==> src/rtl/poly_mod_diff_seq.sv <==
// Streaming sequencer for r[i] = (a[i] - b[i]) mod Q over a whole polynomial.
// Define POLY_SEQ_ADD_EN to add the i_op_add port and a per-job modular add path.
module poly_mod_diff_seq #(
   parameter int WIDTH = 12,
   parameter int Q     = 3329,
   parameter int N     = 256,
   parameter int AW    = 8
) (
   input  logic             i_clk,
   input  logic             i_rst,
   input  logic             i_start,
`ifdef POLY_SEQ_ADD_EN
   input  logic             i_op_add,
`endif
   output logic             o_busy,
   output logic             o_done,
   output logic             o_rd_en,
   output logic [AW-1:0]    o_rd_addr,
   input  logic [WIDTH-1:0] i_a_rdata,
   input  logic [WIDTH-1:0] i_b_rdata,
   output logic             o_wr_en,
   output logic [AW-1:0]    o_wr_addr,
   output logic [WIDTH-1:0] o_wr_data
);

   localparam logic [WIDTH:0]  Q_EXT = (WIDTH+1)'(Q);
   localparam logic [AW-1:0]   LAST  = AW'(N - 1);

   typedef enum logic [1:0] {IDLE, RUN, DRAIN, DONE} state_t;

   state_t           r_state;
   state_t           w_state_nxt;
   logic [AW-1:0]    r_rd_addr;
   logic [AW-1:0]    w_rd_addr_nxt;
   logic             r_v1;
   logic             r_v2;
   logic [AW-1:0]    r_v1_addr;
   logic [AW-1:0]    r_wr_addr;
   logic [WIDTH-1:0] r_wr_data;
   logic             w_rd_en;
   logic [WIDTH:0]   w_diff;
   logic [WIDTH-1:0] w_sub;
   logic [WIDTH-1:0] w_result;

   always_ff @(posedge i_clk) begin
      if (i_rst) begin
         r_state   <= IDLE;
         r_rd_addr <= '0;
      end else begin
         r_state   <= w_state_nxt;
         r_rd_addr <= w_rd_addr_nxt;
      end
   end

   // DRAIN exits once stage 1 is empty, so stage 2 empties on that same edge.
   always_comb begin
      w_state_nxt   = r_state;
      w_rd_addr_nxt = r_rd_addr;
      case (r_state)
         IDLE: begin
            if (i_start) begin
               w_state_nxt   = RUN;
               w_rd_addr_nxt = '0;
            end
         end
         RUN: begin
            if (r_rd_addr == LAST) begin
               w_state_nxt = DRAIN;
            end else begin
               w_rd_addr_nxt = r_rd_addr + 1'b1;
            end
         end
         DRAIN: begin
            if (!r_v1) begin
               w_state_nxt = DONE;
            end
         end
         DONE: begin
            w_state_nxt = IDLE;
         end
         default: begin
            w_state_nxt = IDLE;
         end
      endcase
   end

   assign w_rd_en   = (r_state == RUN);
   assign o_rd_en   = w_rd_en;
   assign o_rd_addr = r_rd_addr;
   assign o_busy    = (r_state == RUN) || (r_state == DRAIN);
   assign o_done    = (r_state == DONE);

   // Single correction step only; out-of-range operands are not reduced further.
   assign w_diff = {1'b0, i_a_rdata} - {1'b0, i_b_rdata};
   assign w_sub  = w_diff[WIDTH] ? WIDTH'(w_diff + Q_EXT) : w_diff[WIDTH-1:0];

`ifdef POLY_SEQ_ADD_EN
   logic             r_op_add;
   logic [WIDTH:0]   w_sum;
   logic [WIDTH-1:0] w_add;

   always_ff @(posedge i_clk) begin
      if (i_rst) begin
         r_op_add <= 1'b0;
      end else if ((r_state == IDLE) && i_start) begin
         r_op_add <= i_op_add;
      end
   end

   assign w_sum    = {1'b0, i_a_rdata} + {1'b0, i_b_rdata};
   assign w_add    = (w_sum >= Q_EXT) ? WIDTH'(w_sum - Q_EXT) : w_sum[WIDTH-1:0];
   assign w_result = r_op_add ? w_add : w_sub;
`else
   assign w_result = w_sub;
`endif

   always_ff @(posedge i_clk) begin
      if (i_rst) begin
         r_v1      <= 1'b0;
         r_v2      <= 1'b0;
         r_v1_addr <= '0;
         r_wr_addr <= '0;
         r_wr_data <= '0;
      end else begin
         r_v1      <= w_rd_en;
         r_v2      <= r_v1;
         r_v1_addr <= r_rd_addr;
         if (r_v1) begin
            r_wr_addr <= r_v1_addr;
            r_wr_data <= w_result;
         end
      end
   end

   assign o_wr_en   = r_v2;
   assign o_wr_addr = r_wr_addr;
   assign o_wr_data = r_wr_data;

endmodule

==> config.mk <==
export PLATFORM = sky130hd
export DESIGN_NAME = poly_mod_diff_seq
export DESIGN_NICKNAME = d
export VERILOG_FILES = /design/src/rtl/poly_mod_diff_seq.sv
export SDC_FILE = /design/constraint.sdc
export NUM_CORES = 1
export LEC_CHECK = 0
export ABC_AREA = 1
export ABC_CLOCK_PERIOD_IN_PS = 2750
export BUFFER_PORTS_ARGS = -buffer_cell sky130_fd_sc_hd__buf_2
export CAP_MARGIN = 25
export CORE_MARGIN = 5
export CORE_UTILIZATION = 55
export DETAILED_ROUTE_END_ITERATION = 8
export PLACE_DENSITY = 0.8
export SLEW_MARGIN = 20
export SYNTH_ARGS = -nofsm -noshare
export SYNTH_HDL_FRONTEND = slang
export SYNTH_SLANG_ARGS = --single-unit
==> constraint.sdc <==
create_clock -name i_clk -period 2.75 [get_ports i_clk]
set_input_delay 0.6875 -clock i_clk [delete_from_list [all_inputs] [get_ports i_clk]]
set_output_delay 0.6875 -clock i_clk [all_outputs]
set_load 0.05 [all_outputs]
---- Word-level counts from Yosys, hierarchy flattened ----
Index checks and enable logic that the tools add are counted.
operators by class
  bitwise gates (word level) .............. 0
  $mul .................................... 0
  div/mod/pow operators ................... 0
  magnitude comparators ................... 0
  eq/ne operators ......................... 8
  add/sub/neg operators ................... 3
  shifts and indexed selects .............. 0
  multiplexer cells ....................... 8
  reductions and logical operators ........ 5
operators by type and width
  cell                                           number
  2-to-1 mux 8 bit                               2
  case mux 8 bit (2 select lines)                1
  subtractor 12 x 12 -> 13 bit                   1
  adder 12 bit, second input constant            1
  2-to-1 mux 12 bit                              1
  adder 8 x 1 -> 8 bit, second input constant    1
  == test 8 bit, second input constant           1
  case mux 2 bit (4 select lines)                1
  2-to-1 mux 2 bit                               3
  != test 2 bit, second input constant           3
  AND reduction 3 bit                            2
  == test 2 bit, second input constant           2
  == test 2 x 1 -> 1 bit, second input constant  1
  logical NOT 2 bit                              1
  != test 2 x 1 -> 1 bit, second input constant  1
  nonzero test 2 bit                             1
  logical OR 1 bit                               1
storage, ports and cells
  RAM bits ................................ 0
  memories ................................ 0
  input port bits ......................... 27
  bits in registers ....................... 40
  logic and storage cells ................. 31
  output and inout bits ................... 32
  latch bits .............................. 0
  memory bits (read-only) ................. 0

---- Depth between registers and ports, before layout ----
  depth after elaboration ................. 3
  depth in mapped cells ................... 18
  depth with buffers taken out ............ 18

---- Worst setup path after synthesis ----
OpenSTA, ideal clock, no wires.
  kind .................................... input port to flip-flop
  start point ............................. input port i_a_rdata[0]
  end point ............................... register r_wr_data[6] (netlist: o_wr_data[6])
  path slack .............................. 0.310 ns
  arrival ................................. 2.331 ns
  data required time ...................... 2.641 ns
  path buffers ............................ 0
  library setup time ...................... 0.109 ns
  stages .................................. 14
  cells stage by stage .................... inv_1 > ha_1 > inv_1 > fa_1 > ha_1 > inv_1 > nor2_1 > nand3_4 > nor2_4 > nand2_1 > a21oi_1 > o21ai_1 > nand2_1 > inv_1
on the way
  longest elaborated chain between the ends .. 3
ends and longest elaborated chain
  what                            line  RTL
  start, declared                 19    input logic [WIDTH-1:0] i_a_rdata,
  subtractor 12 x 12 -> 13 bit *  94    assign w_diff = {1'b0, i_a_rdata} - {1'b0, i_b_rdata};
  adder 12 bit                    95    assign w_sub = w_diff[WIDTH] ? WIDTH'(w_diff + Q_EXT) : w_diff[WIDTH-1:0];
  2-to-1 mux 12 bit *             95
  end signal, assigned            130   r_wr_data <= w_result;
  end, declared                   39    logic [WIDTH-1:0] r_wr_data;
Every way passes the cells marked *; elsewhere a longest branch is shown, timed or not.
A chain may end at the register's enable or synchronous reset.

---- Worst setup path in the final report ----
  start point ............................. input port i_a_rdata[0]
  end point ............................... register r_wr_data[3] (netlist: o_wr_data[3])
Same word-level chain as after synthesis.

==> results.md <==
- The number of gates resized after CTS was 0.
- The highest clock frequency the design can meet is 414 MHz.
- Measured along the x axis, the die boundary spans 80.9 um.
- The critical path required time is 2940 ps.
- The number of clock sinks is 40.
- At the pin with the least slew margin, the transition time is 468 ps.
- The sum of internal, switching and leakage power is 2.57 mW.
- The post-route netlist has 26.8% of its cells at a drive strength greater than 1.
- The number of hold-repair buffers added at the cts stage is 0.
- For this design the ratio of total power to cell area is 789 nW/um^2.
- The number of hold violations in the final report is 0.
- Buffers added to address setup during post-CTS repair amount to 0.
- In this run, CTS created clock tree buffers numbering 5.
- After the first detailed-routing iteration, the DRC count stood at 177.
- The initial antenna violation count came to 0.
- The worst pin sits at a relative slew slack of 68.8%.
- The library cell used as clock root buffer is sky130_fd_sc_hd__clkbuf_8.
- The classification of the worst setup path is in2reg.
- Entering global routing, the biggest net connects 28 pins.
- The net count of the finished layout is 512.
- In this run the critical register-to-register path is captured at o_rd_addr[5].
- In the routed design, unresolved DRC markers number 0.
- The maximum buffer depth of the clock tree is 2.
- The cell depth of the worst flop-to-flop path is 13.
- The max-slew violation count is 0.
- The worst setup path is captured at a flop.
- Synthesis inferred 40 register bits.
- The sequential area share after synthesis is 28.9%.
- The count of mapped cells out of synthesis is 405.
- The global-route wire length before repair is 10200 um.
- The library cell used most frequently in the layout, excluding fill and tap cells, is sky130_fd_sc_hd__nand2_1.
- In this run the static leakage power is 1.78 nW.
- The minimum setup slack among reg-to-reg paths is 910 ps.
- TritonCTS built the clock tree.
- The max-capacitance violation count is 0.
- The final instance count without filler cells is 533.
- Of all nets on the critical path, the largest fanout is 10.
- The top cell types in the final layout, fill and taps aside, are 72 x sky130_fd_sc_hd__nand2_1, 66 x sky130_fd_sc_hd__inv_1, 59 x sky130_fd_sc_hd__nor2_1, 58 x sky130_fd_sc_hd__buf_2, 40 x sky130_fd_sc_hd__dfxtp_1.
- The kind of launch point of the worst setup path is an input pin.
- The flow ran to the end, and the final reports show no timing, DRC or antenna violations.
- The synthesis-to-layout area growth is 17.8%.
- The residual antenna-violating net count after detailed routing is 0.
- The later pin in the worst-skew pair is clocked with a latency of 290 ps.
- The worst min-delay path startpoint is r_v1_addr[4].
- Setup repair after global routing left no endpoint under its margin.
- The cell area that synthesis handed to floorplanning was 2770 um^2.
- The endpoint with the worst hold slack is o_wr_addr[4].
- The number of placed cells counting well taps is 525.
- The die covers 6550 um^2.
- The number of nets in the synthesized netlist is 452.
- The maximum vdd drop is 769 uV.
- The wire length per cell is 11.2 um.
- Global routing used 19.3% of the available tracks across all layers.
- For the final routed database, the setup TNS stands at 0 ps.
- Of the available clock period, the critical path in the final layout requires 87.8%.
- The core outline area is 4820 um^2.
- After filler insertion, the fill cell instance count of the layout stands at 420.
- The worst setup skew after layout is 5.79 ps.
- The data arrival time at the worst-slack endpoint is 2600 ps.
- The initial core utilization is 57.4%.
- The die is 80.9 um tall.
- The floorplan has 25 rows.
- Counting instances, the worst hold path has a depth of 2.
- The total overflow left after global routing is 0.
- The post-CTS clock slew at the launch and capture registers of the worst setup and hold paths is 80 ps.
- The antenna diode instance count is 0.
- The top-level I/O count is 59.
- The unique cell type count in the Yosys netlist is 42.
- A synthesized cell averages 6.83 um^2.
- Buffers placed on the I/O ports in this run total 58.
- Detailed placement finished with a half-perimeter wire length of 4710 um.
- The shortest period the worst path allows is 2420 ps.
- The routed layout has 2622 vias.
- The path class of the tightest hold or removal check is reg2reg.
- The level count of the clock H-tree is 2.
- During synthesis, Yosys emitted a total of 0 warnings.
- The number of optimization iterations in the first detailed-route pass is 4.
- The via count normalized by instance count is 4.92.
- The number of global-route vias before repair is 2367.
- The final wirelength is 5990 um.
- At the end of routability-driven placement, the weighted congestion stood at 0.892.
- Setup violations remaining at the end of the flow were counted as 0.
- The startpoint of the worst register-to-register path is o_rd_addr[4].
state kept, by name (all words and copies together) (netlist names):
name / cells
r_state: 2
o_wr_addr: 8
o_wr_data: 12
r_v1: 1
o_rd_addr: 8
o_wr_en: 1
r_v1_addr: 8
Yosys cell counts, drive strengths merged:
cell    count  area (um^2)
buf         3         23.8
dfxtp      40          801
o21bai      2         18.8
nand3b      2         18.8
and2        1         8.76
o21a        1         7.51
nor4        2         27.5
fa          1         20.0
clkbuf      5         38.8
nand2      95          434
a211oi      1         7.51
a31oi       1         6.26
nand4       7         50.1
nor2       66          280
a21oi      19         98.9
nand3      27          178
nor3b       2         20.0
o211ai      2         20.0
ha         19          238
nor3        8         40.0
o21ai      21          109
inv        76          285
xor2        4         35.0
worst max-delay path, stage by stage:
cell and delay (ps):
sky130_fd_sc_hd__buf_2 90, sky130_fd_sc_hd__inv_1 50, sky130_fd_sc_hd__ha_1 130, sky130_fd_sc_hd__inv_1 80, sky130_fd_sc_hd__fa_1 440, sky130_fd_sc_hd__nand2_1 120
sky130_fd_sc_hd__nand2_2 110, sky130_fd_sc_hd__nand2_4 110, sky130_fd_sc_hd__nor4_4 50, sky130_fd_sc_hd__nor2_4 240, sky130_fd_sc_hd__nand2_1 110, sky130_fd_sc_hd__a21oi_1 140
sky130_fd_sc_hd__o21ai_0 130, sky130_fd_sc_hd__nand2_1 80, sky130_fd_sc_hd__inv_1 40
where the power goes:
group / internal (mW) / total, mW / switching (mW)
Combinational: 0.316 / 1.18 / 0.867
Clock: 0.454 / 0.655 / 0.201
Sequential: 0.676 / 0.733 / 0.0570
worst max-delay path by stage:
stage / from / to / slack, ps
finish: i_a_rdata[0] / o_wr_data[3] / 330
global placement: i_a_rdata[0] / o_wr_data[6] / 100
CTS: i_a_rdata[0] / o_wr_data[6] / 350
global route: i_a_rdata[0] / o_wr_data[3] / 80
floorplan: i_a_rdata[0] / o_wr_data[6] / 310
detailed placement: i_a_rdata[0] / o_wr_data[3] / 40
logic make-up (layout without fill, tap and decap cells):
| group | count (synthesis) | in the layout | share of synthesized area, % |
|---|---|---|---|
| AOI/OAI and AO/OA | 47 | 47 | 9.68 |
| xor gates and xnor gates | 4 | 4 | 1.27 |
| adders and majority gates | 20 | 20 | 9.32 |
| buffers and inverters | 84 | 145 | 12.6 |
| DFF | 40 | 40 | 28.9 |
| and+or+nand+nor | 210 | 210 | 38.2 |
area by class of cell:
cell class,instances,area [um^2],area share [%]
Clock buffer,5,68.8,2.11
Clock inverter,3,90.1,2.76
Inverter,76,285,8.75
Multi-Input combinational cell,281,1620,49.6
Sequential cell,40,801,24.6
Tap cell,67,83.8,2.57
Timing Repair Buffer,61,313,9.60
layer usage:
layer / up-vias / wire length [um] / track usage, %
met5: - / 0 / 0
met4: 0 / 38 / 4.05
met3: 7 / 345 / 3.66
met2: 64 / 2780 / 31.8
met1: 1161 / 2830 / 26.3
li1: 1390 / - / -
metrics by stage:
| step | setup slack (ps) | area, um^2 | utilization [%] | hold WS [ps] |
|---|---|---|---|---|
| 3_5_place_dp | 39.0 | 3100 | 64.4 | 443 |
| 3_3_place_gp | 101 | 3100 | 64.4 | 439 |
| 4_1_cts | 351 | 3260 | 67.7 | 464 |
| 2_1_floorplan | 310 | 2770 | - | 431 |
| 6_report | 335 | 3260 | 67.7 | 459 |
| 5_1_grt | 76.2 | 3260 | 67.7 | 501 |
Power figures use the tool's default switching activity.
